### config.mk
export PLATFORM = sky130hd
export DESIGN_NAME = asp_ingress_scheduler_flat
export DESIGN_NICKNAME = d
export VERILOG_FILES = /design/src/rtl/asp_ingress_scheduler_pkg.sv /design/src/rtl/asp_ingress_scheduler_if.sv /design/src/rtl/asp_ingress_scheduler_rr_arb2.sv /design/src/rtl/asp_ingress_scheduler.sv /design/src/flat_wrapper.sv
export SDC_FILE = /design/constraint.sdc
export NUM_CORES = 1
export LEC_CHECK = 0
export ABC_CLOCK_PERIOD_IN_PS = 3050
export BUFFER_PORTS_ARGS = -buffer_cell sky130_fd_sc_hd__buf_2
export CORE_MARGIN = 2
export CORE_UTILIZATION = 52
export CTS_CLUSTER_DIAMETER = 40
export DETAILED_ROUTE_END_ITERATION = 16
export GPL_ROUTABILITY_DRIVEN = 0
export PLACE_DENSITY = 0.85
export RECOVER_POWER = 50
export SYNTH_ARGS = -nofsm -noshare
export SYNTH_HDL_FRONTEND = slang
export SYNTH_SLANG_ARGS = --single-unit
### constraint.sdc
create_clock -name clk -period 3.05 [get_ports clk]
set_input_delay 0.1525 -clock clk [delete_from_list [all_inputs] [get_ports clk]]
set_output_delay 0.1525 -clock clk [all_outputs]
set_load 0.1 [all_outputs]
### src/rtl/asp_ingress_scheduler_pkg.sv
// Shared opcodes and FSM encodings for the ingress scheduler.
package asp_pkg;

    localparam logic [1:0] OP_NOP = 2'b00;
    localparam logic [1:0] OP_RX  = 2'b01;
    localparam logic [1:0] OP_TX  = 2'b10;

    typedef enum logic {
        ST_RUN  = 1'b0,
        ST_HALT = 1'b1
    } state_e;

    // Bit 0 of an issued opcode selects RX (1) versus TX (0).
    function automatic logic op_is_rx(input logic [1:0] op);
        op_is_rx = op[0];
    endfunction

endpackage

### src/rtl/asp_ingress_scheduler_if.sv
// Handshake bundle between host/network sources, the scheduler and the stage-2 consumer.
interface asp_ingress_scheduler_if #(
    parameter int data_size = 32,
    parameter int tag_size  = 8
);
    logic                          tx_valid;
    logic                          tx_ready;
    logic [data_size:0]            tx_dpp;
    logic                          rx_valid;
    logic                          rx_ready;
    logic [data_size+tag_size-1:0] rx_ndt;
    logic                          out_valid;
    logic                          out_ready;
    logic [1:0]                    opcode_out;
    logic                          soft_error_out;
    logic [data_size:0]            dpp_out;
    logic [data_size+tag_size-1:0] ndt_out;

    modport slave (
        input  tx_valid, tx_dpp, rx_valid, rx_ndt, out_ready,
        output tx_ready, rx_ready, out_valid, opcode_out, soft_error_out, dpp_out, ndt_out
    );

    modport master (
        output tx_valid, tx_dpp, rx_valid, rx_ndt, out_ready,
        input  tx_ready, rx_ready, out_valid, opcode_out, soft_error_out, dpp_out, ndt_out
    );
endinterface

### src/rtl/asp_ingress_scheduler_rr_arb2.sv
// Two-requester round-robin arbiter; index 0 is TX, index 1 is RX.
module asp_rr_arb2 (
    input  logic       clk,
    input  logic       reset_n,
    input  logic [1:0] req,
    input  logic       advance,
    output logic [1:0] gnt
);

    logic last_r;

    // Grant selection; on contention the side not granted last wins.
    always_comb begin
        gnt = 2'b00;
        case (req)
            2'b01:   gnt = 2'b01;
            2'b10:   gnt = 2'b10;
            2'b11:   gnt = last_r ? 2'b01 : 2'b10;
            default: gnt = 2'b00;
        endcase
    end

    // Pointer remembers the last granted side; reset pretends RX went last so TX goes first.
    always_ff @(posedge clk or negedge reset_n) begin
        if (!reset_n) begin
            last_r <= 1'b1;
        end else if (advance && (gnt != 2'b00)) begin
            last_r <= gnt[1];
        end else begin
            last_r <= last_r;
        end
    end

endmodule

### src/rtl/asp_ingress_scheduler.sv
// Ingress scheduler: arbitrates TX/RX words into a one-entry op register, checks TX parity, halts TX on error bursts.
module asp_ingress_scheduler
    import asp_pkg::*;
#(
    parameter int data_size = 32,
    parameter int tag_size  = 8,
    parameter int ERR_LIMIT = 4
) (
    input  logic                    clk,
    input  logic                    reset_n,
    asp_ingress_scheduler_if.slave  bus,
    input  logic                    err_clear,
    output logic                    halted,
    output logic [7:0]              err_count
);

    localparam int         DPP_W   = data_size + 1;
    localparam int         NDT_W   = data_size + tag_size;
    localparam logic [7:0] LIMIT_C = 8'(ERR_LIMIT);

    function automatic logic parity_odd(input logic [DPP_W-1:0] w);
        parity_odd = ^w;
    endfunction

    state_e             state_r;
    logic [7:0]         consec_r;
    logic [7:0]         err_count_r;
    logic               out_valid_r;
    logic [1:0]         opcode_r;
    logic               soft_error_r;
    logic [DPP_W-1:0]   dpp_r;
    logic [NDT_W-1:0]   ndt_r;

    logic               load_s;
    logic [1:0]         req_s;
    logic [1:0]         gnt_s;
    logic               tx_take_s;
    logic               rx_take_s;
    logic               perr_s;
    logic [7:0]         consec_inc_s;

    assign load_s       = !out_valid_r || bus.out_ready;
    assign req_s        = {bus.rx_valid, bus.tx_valid && (state_r == ST_RUN)};
    assign tx_take_s    = load_s && gnt_s[0];
    assign rx_take_s    = load_s && gnt_s[1];
    assign perr_s       = parity_odd(bus.tx_dpp);
    assign consec_inc_s = consec_r + 8'd1;

    asp_rr_arb2 u_arb (
        .clk     (clk),
        .reset_n (reset_n),
        .req     (req_s),
        .advance (load_s),
        .gnt     (gnt_s)
    );

    // Output op register: load on grant, drop to NOP on an empty pop, hold on stall.
    always_ff @(posedge clk or negedge reset_n) begin
        if (!reset_n) begin
            out_valid_r  <= 1'b0;
            opcode_r     <= OP_NOP;
            soft_error_r <= 1'b0;
            dpp_r        <= '0;
            ndt_r        <= '0;
        end else if (tx_take_s) begin
            out_valid_r  <= 1'b1;
            opcode_r     <= OP_TX;
            soft_error_r <= perr_s;
            dpp_r        <= bus.tx_dpp;
            ndt_r        <= '0;
        end else if (rx_take_s) begin
            out_valid_r  <= 1'b1;
            opcode_r     <= OP_RX;
            soft_error_r <= 1'b0;
            dpp_r        <= '0;
            ndt_r        <= bus.rx_ndt;
        end else if (load_s) begin
            out_valid_r  <= 1'b0;
            opcode_r     <= OP_NOP;
            soft_error_r <= 1'b0;
            dpp_r        <= dpp_r;
            ndt_r        <= ndt_r;
        end else begin
            out_valid_r  <= out_valid_r;
            opcode_r     <= opcode_r;
            soft_error_r <= soft_error_r;
            dpp_r        <= dpp_r;
            ndt_r        <= ndt_r;
        end
    end

    // RUN/HALT FSM with error counters; err_clear beats any same-cycle increment.
    always_ff @(posedge clk or negedge reset_n) begin
        if (!reset_n) begin
            state_r     <= ST_RUN;
            consec_r    <= 8'd0;
            err_count_r <= 8'd0;
        end else if (err_clear) begin
            state_r     <= ST_RUN;
            consec_r    <= 8'd0;
            err_count_r <= 8'd0;
        end else begin
            case (state_r)
                ST_RUN: begin
                    if (tx_take_s && perr_s) begin
                        consec_r    <= consec_inc_s;
                        err_count_r <= (err_count_r == 8'd255) ? 8'd255 : err_count_r + 8'd1;
                        state_r     <= (consec_inc_s == LIMIT_C) ? ST_HALT : ST_RUN;
                    end else if (tx_take_s) begin
                        consec_r    <= 8'd0;
                        err_count_r <= err_count_r;
                        state_r     <= ST_RUN;
                    end else begin
                        consec_r    <= consec_r;
                        err_count_r <= err_count_r;
                        state_r     <= ST_RUN;
                    end
                end
                ST_HALT: begin
                    consec_r    <= consec_r;
                    err_count_r <= err_count_r;
                    state_r     <= ST_HALT;
                end
                default: begin
                    consec_r    <= 8'd0;
                    err_count_r <= err_count_r;
                    state_r     <= ST_RUN;
                end
            endcase
        end
    end

    assign bus.tx_ready       = tx_take_s;
    assign bus.rx_ready       = rx_take_s;
    assign bus.out_valid      = out_valid_r;
    assign bus.opcode_out     = opcode_r;
    assign bus.soft_error_out = soft_error_r;
    assign bus.dpp_out        = dpp_r;
    assign bus.ndt_out        = ndt_r;
    assign halted             = (state_r == ST_HALT);
    assign err_count          = err_count_r;

endmodule

### src/flat_wrapper.sv
// flat-port wrapper written by rule: the top's interface ports become plain ports
module asp_ingress_scheduler_flat import asp_pkg::*;
#(
    parameter int data_size = 32,
    parameter int tag_size  = 8,
    parameter int ERR_LIMIT = 4
)
  (clk, reset_n, err_clear, halted, err_count, bus_tx_valid, bus_tx_dpp, bus_rx_valid, bus_rx_ndt, bus_out_ready, bus_tx_ready, bus_rx_ready, bus_out_valid, bus_opcode_out, bus_soft_error_out, bus_dpp_out, bus_ndt_out);
  asp_ingress_scheduler_if #(.data_size(data_size), .tag_size(tag_size)) bus_i ();
  input  logic clk;
  input  logic reset_n;
  input  logic err_clear;
  output logic halted;
  output logic [7:0] err_count;
  input wire logic [$bits(bus_i.tx_valid)-1:0] bus_tx_valid;
  input wire logic [$bits(bus_i.tx_dpp)-1:0] bus_tx_dpp;
  input wire logic [$bits(bus_i.rx_valid)-1:0] bus_rx_valid;
  input wire logic [$bits(bus_i.rx_ndt)-1:0] bus_rx_ndt;
  input wire logic [$bits(bus_i.out_ready)-1:0] bus_out_ready;
  output wire logic [$bits(bus_i.tx_ready)-1:0] bus_tx_ready;
  output wire logic [$bits(bus_i.rx_ready)-1:0] bus_rx_ready;
  output wire logic [$bits(bus_i.out_valid)-1:0] bus_out_valid;
  output wire logic [$bits(bus_i.opcode_out)-1:0] bus_opcode_out;
  output wire logic [$bits(bus_i.soft_error_out)-1:0] bus_soft_error_out;
  output wire logic [$bits(bus_i.dpp_out)-1:0] bus_dpp_out;
  output wire logic [$bits(bus_i.ndt_out)-1:0] bus_ndt_out;
  assign bus_i.tx_valid = bus_tx_valid;
  assign bus_i.tx_dpp = bus_tx_dpp;
  assign bus_i.rx_valid = bus_rx_valid;
  assign bus_i.rx_ndt = bus_rx_ndt;
  assign bus_i.out_ready = bus_out_ready;
  assign bus_tx_ready = bus_i.tx_ready;
  assign bus_rx_ready = bus_i.rx_ready;
  assign bus_out_valid = bus_i.out_valid;
  assign bus_opcode_out = bus_i.opcode_out;
  assign bus_soft_error_out = bus_i.soft_error_out;
  assign bus_dpp_out = bus_i.dpp_out;
  assign bus_ndt_out = bus_i.ndt_out;
  asp_ingress_scheduler #(.data_size(data_size), .tag_size(tag_size), .ERR_LIMIT(ERR_LIMIT)) u_core (.clk(clk), .reset_n(reset_n), .bus(bus_i), .err_clear(err_clear), .halted(halted), .err_count(err_count));
endmodule
# Yosys cells after proc, flatten, opt, wreduce, memory -nomap -nowiden
# Cells that the tools add are included.
[totals]
ff_bits = 95
in_bits = 79
out_inout_bits = 88
elab_cells = 59
[classes]
add_sub_neg = 2
n_eq_ne = 8
muxes = 26
bitwise = 1
n_reduce_logical = 13
[op_table]
columns = ["cell", "count"]
rows = [
  ["$mux 40", 2],
  ["$mux 33", 2],
  ["$mux 8", 8],
  ["$reduce_xor 33->1", 1],
  ["$add 8x1->8 const B", 2],
  ["$eq 8x3->1 const B", 1],
  ["$eq 8x8->1 const B", 1],
  ["$mux 1", 8],
  ["$mux 2", 4],
  ["$pmux 2 s3", 1],
  ["$logic_and 1x1->1", 5],
  ["$eq 2x2->1 const B", 2],
  ["$ne 4x3->1 const B", 1],
  ["$reduce_and 2->1", 2],
  ["$reduce_bool 2->1", 2],
  ["$ne 3x3->1 const B", 1],
  ["$reduce_bool 3->1", 1],
  ["$eq 2x1->1 const B", 1],
  ["$ne 2x2->1 const B", 1],
  ["$pmux 1 s2", 1],
  ["$logic_not 1->1", 1],
  ["$logic_or 1x1->1", 1],
  ["$not 1->1", 1],
]

# Longest topological paths before layout
[logic_depth]
word_depth = 9
mapped_depth = 11
mapped_depth_nobuf = 9

# Hierarchy
# Synthesis repeated with hierarchy kept, for this count alone.
[unflattened]
cells_unflattened = 305
area_unflattened_um2 = 3982.6
[by_module_without_submodules]
columns = ["mod", "instances", "cells_per_inst", "area_each_um2", "seq_area_each_um2"]
rows = [
  ["asp_ingress_scheduler", 1, 299, 3926.3, 2352.3],
  ["asp_rr_arb2", 1, 6, 56.3, 26.3],
]

# Least setup slack after synthesis
# Ideal clock, no wire load.
[synth_timing]
path_type = "flip-flop to flip-flop"
start = "reg u_core.state_r (netlist: u_core.halted)"
end = "reg u_core.dpp_r[23] (netlist: u_core.bus.dpp_out[23])"
setup_ns = 0.072
t_arrival_ns = 3.087
required_time_ns = 2.978
path_slack_ns = -0.109
path_stages_with_launch = 9
n_path_buf = 3
period_less_slack_ns = 3.159
path_cell_list = "dfrtp_1 -> nor2b_1 -> o21ai_1 -> or2_0 -> clkbuf_1 -> inv_1 -> buf_2 -> buf_1 -> a22o_1"
[synth_via]
elab_chain_cells = 6
elab_cells_between_ends = 10
classes_between = "eq/ne (3); mux (2); bitwise (1); reduce/logical (4)"
[synth_lines]
columns = ["element", "line_no", "text"]
rows = [
  ["from (decl)", "asp_ingress_scheduler.sv:25", "state_e state_r;"],
  ["from (signal assigned)", "asp_ingress_scheduler.sv:108", "state_r <= (consec_inc_s == LIMIT_C) ? ST_HALT : ST_RUN;"],
  ["$not 1->1 *", "asp_ingress_scheduler.sv:43", "assign req_s = {bus.rx_valid, bus.tx_valid && (state_r == ST_RUN)};"],
  ["$logic_and 1x1->1 *", "asp_ingress_scheduler.sv:43", ""],
  ["$eq 2x2->1 or $eq 2x1->1 (tied branches)", "asp_ingress_scheduler_rr_arb2.sv:15", "case (req)"],
  ["$pmux 2 s3 *", "asp_ingress_scheduler_rr_arb2.sv:15", ""],
  ["$logic_and 1x1->1 *", "asp_ingress_scheduler.sv:44", "assign tx_take_s = load_s && gnt_s[0];"],
  ["named net bus_tx_ready", "flat_wrapper.sv:20", "output wire logic [$bits(bus_i.tx_ready)-1:0] bus_tx_ready;"],
  ["$mux 33 or $reduce_bool 2->1 (tied branches)", "n/a", ""],
  ["to (signal assigned)", "asp_ingress_scheduler.sv:69", "dpp_r <= bus.tx_dpp;"],
  ["to (signal assigned)", "asp_ingress_scheduler.sv:81", "dpp_r <= dpp_r;"],
  ["to (signal assigned)", "asp_ingress_scheduler.sv:87", "dpp_r <= dpp_r;"],
  ["to (decl)", "asp_ingress_scheduler.sv:31", "logic [DPP_W-1:0] dpp_r;"],
]
# Mark *: on every way through the listed nets, which the timed path passes. The rest lies on a longest branch.
# A chain may end at the register's enable or synchronous reset.

# Final worst setup path
[layout_timing]
start = "reg u_core.state_r (netlist: u_core.halted)"
end = "out bus_tx_ready"
[layout_via]
elab_chain_cells = 5
elab_cells_between_ends = 7
classes_between = "eq/ne (3); mux (1); bitwise (1); reduce/logical (2)"
[layout_lines]
columns = ["element", "line_no"]
rows = [
  ["$not 1->1 *", "asp_ingress_scheduler.sv:43"],
  ["$logic_and 1x1->1 *", "asp_ingress_scheduler.sv:43"],
  ["$eq 2x2->1 or $eq 2x1->1 (tied branches)", "asp_ingress_scheduler_rr_arb2.sv:15"],
  ["$pmux 2 s3 *", "asp_ingress_scheduler_rr_arb2.sv:15"],
  ["$logic_and 1x1->1 *", "asp_ingress_scheduler.sv:44"],
  ["to (decl)", "flat_wrapper.sv:20"],
]
# Every way passes the cells marked *; elsewhere a longest branch is shown, timed or not.

==> key figures <==
Pwr
  – Final Total Pwr: 3.94 mW
  – Clock network power share: 0.199
  – Sw power: 1.91 mW
  – Flop pwr share: 0.375
  – Max IR drop VDD: 0.000519 V
  – Power Density: 761 nW/um^2
  – Pint: 2.03 mW
  – Logic pwr share: 0.426
  – Static Leak: 2.62 nW
  – Switching Fraction: 0.485

Critical path
  – Worst-path maximum fanout: 34
  – Critical path's top delay family: buffers and inverters
  – Critical Path Sink: bus_tx_ready
  – Cell breakdown of the critical path: nor2b_1 -> o21ai_2 -> or2_0 -> inv_1 -> buf_4 -> buf_12
  – CP Class: reg -> out
  – Crit path launch: u_core.halted
  – FF-to-FF Start: u_core.halted
  – Reg2Reg Depth: 8
  – Crit. path cell count: 6
  – Slowest stage cell on the critical path: dfrtp_1
  – Crit end category: primary output
  – Type of origin of the critical path: flop
  – Reg2Reg Setup Slack: 0.64 ns
  – CP max stage delay: 0.40 ns
  – CP arrival: 2.36 ns
  – Buf/Inv on CP: 3
  – FF-to-FF End: u_core.err_count[7]
  – Required time of the critical path: 2.90 ns

Yosys
  – Post-synth net total: 465
  – Post-synth EDFFs: 0
  – Cell area after synthesis: 4110 sq um
  – Cells after Synth: 384
  – Synth unique cells: 46
  – Synth Warn #: 0
  – #FFs+latches synth: 95
  – Asr flop ratio synth: 1.00
  – Register area share after synthesis: 0.578
  – Post-synth top flop: dfrtp_1
  – Synthesized area per cell: 10.7 sq um

STA
  – RSZ-0062 raised after global routing: no
  – Relative slew margins: -0.359
  – Worst-margin pin slew: 2.04 ns
  – Max-slew violations: 96
  – Final TNS setup: 0 ns
  – Period utilization: 0.824
  – Final hold vios: 0
  – Setup-failing EPs final: 0
  – Setup Skew: 0.0155 ns
  – Fmax: 398 MHz
  – Minimum clock period: 2.51 ns

Detailed routing
  – Final ANT Viol Nets: 0
  – Via count: 3338
  – WL/cell: 15.1 microns
  – DRC violations left: 0
  – Vias/cell: 5.14
  – DRT Pass-1 Iters: 4
  – Initial drt markers: 179
  – Post-Route WL: 9780 microns

Clock tree
  – TritonCTS buffer count: 9
  – CTS H-Tree Depth: 3
  – Sink Count: 95
  – Clock Tree Buf Depth: 2
  – Post-cts sizing count: 0
  – Worst skew pair latency: 0.36 ns
  – Clk root buf: clkbuf_8
  – CTS tree: built
  – Clock slew at reported path FFs: 0.10 ns

Global routing
  – Initial antenna violation count: 0
  – GRT overflow: 0
  – First-pass GRT wire length: 15200 microns
  – Pin count of the biggest net entering global routing: 115
  – GRT Total Usage: 0.225
  – Layer with the highest usage: met2
  – Met1 Use GR: 0.306
  – Number of global-route vias before repair: 3156
  – GR Util met3: 0.0415
  – Met2 usage: 0.367

Place
  – Port Buf Inserts: 166
  – DP HPWL: 6930 microns
  – Area after DPL: 5050 sq um
  – Placed Cells: 633

Run status
  – Failing checks: capacitance limit, slew limit
  – Status: finished, violations left

Final layout
  – Multi-input gate area: 1640 sq um
  – Commonest cells after routing, fill and taps aside: 122 x buf_2, 94 x dfrtp_1, 88 x nand2_1
  – Area grow syn2layout: 26.0%
  – Fin area: 5180 sq um
  – Share of cells above drive strength 1: 0.286
  – Filler instances: 636
  – Storage element area: 2380 sq um
  – Final std cells w/o fill: 650
  – Nets: 624
  – Most common cell after layout, fill and taps aside: buf_2
  – Antenna Cells: 0

Die
  – Starting density of the core: 0.535
  – Boundary Pins: 167
  – Core area: 7690 sq um
  – Die area: 8640 sq um
  – Die Ht: 92.9 microns
  – Rows: 32
  – Die Wd: 92.9 microns

Hold path
  – Hold Crit Class: in -> reg

Run
  – # Max-Cap Violations: 1
## through the flow
stage | hold WS [ns] | setup WS (ns) | utilization
global placement | 0.237 | 0.737 | 0.657
finish | 0.0184 | 0.535 | 0.674
floorplan | -0.143 | 0.111 | -
detailed placement | 0.247 | 0.656 | 0.657
CTS | 0.0103 | 0.525 | 0.683
global route | 0.00793 | 0.366 | 0.674
## logic make-up after synthesis
group / count (synthesis) / share of synthesized area
AO/OA/AOI/OAI: 95 / 0.160
buffers and inverters: 27 / 0.0268
multiplexers: 2 / 0.00791
XOR/XNOR: 36 / 0.0855
adder cells (fa/ha/maj): 2 / 0.00608
flip-flops: 95 / 0.578
AND/OR/NAND/NOR: 127 / 0.135
## metal layers
layer / wire, microns / vias up
met2: 4660 / 113
met4: 160 / 0
met1: 4420 / 1575
li1: - / 1635
met5: 0 / -
met3: 545 / 15
## cell type report
cell class,instances,share of cell area
Sequential cell,95,0.459
Inverter,4,0.00290
Timing Repair Buffer,171,0.161
Tap cell,102,0.0246
Clock buffer,9,0.0239
Multi-Input combinational cell,262,0.317
Clock inverter,7,0.0126
## cell usage after synthesis (all sizes together), types with 3 or more instances
cell	instances	share of area
buf	7	0.0085
dfrtp	94	0.57
nor2b	4	0.0061
xnor2	29	0.064
a21o	4	0.0073
clkbuf	16	0.015
nand2	88	0.080
inv	4	0.0036
a21oi	5	0.0070
xor2	5	0.011
a211oi	3	0.0079
nor2	14	0.013
nand3	4	0.0049
a22o	34	0.072
and3	6	0.0094
o21ai	42	0.051
## power by group through the flow
stage | registers, mW | logic, mW | clock network [mW]
2_1_floorplan | 2.46 | 0.419 | 0
5_1_grt | 1.49 | 1.75 | 0.863
4_1_cts | 1.47 | 1.71 | 0.798
3_3_place_gp | 1.49 | 1.69 | 0
6_report | 1.48 | 1.68 | 0.786
3_5_place_dp | 1.50 | 1.71 | 0
## worst reg2reg max path: cells and delay by family, from the launching register on
kind                   cells  cell delay, ns
AO/OA/AOI/OAI              3            0.52
buffers and inverters      1            0.21
flip-flops                 1            0.40
multiplexers               1            0.43
AND/OR/NAND/NOR            3            0.77
## registers in the layout (all words and copies together) (netlist names)
register	flops
u_core.consec_r	8
u_core.bus.ndt_out	40
u_core.err_count	8
u_core.bus.soft_error_out	1
u_core.halted	1
u_core.bus.out_valid	1
u_core.bus.dpp_out	33
u_core.u_arb.last_r	1
u_core.bus.opcode_out	2
## worst min-delay path by stage
| stage | start | end | cells after the start |
|---|---|---|---|
| 2_1_floorplan | reset_n | u_core.bus.dpp_out[0] | 0 |
| 4_1_cts | bus_rx_ndt[38] | u_core.bus.ndt_out[38] | 3 |
| 6_report | bus_rx_ndt[38] | u_core.bus.ndt_out[38] | 3 |
| 3_5_place_dp | reset_n | u_core.bus.dpp_out[32] | 2 |
| 3_3_place_gp | reset_n | u_core.bus.dpp_out[32] | 2 |
| 5_1_grt | bus_rx_ndt[24] | u_core.bus.ndt_out[24] | 3 |
## repair_timing
item                                   4_1_cts  5_1_grt
endpoints found under the hold margin       94        0
buffers inserted                             0        0
hold buffers                                 1        0
Note: power is estimated with default switching activity, not from simulation.
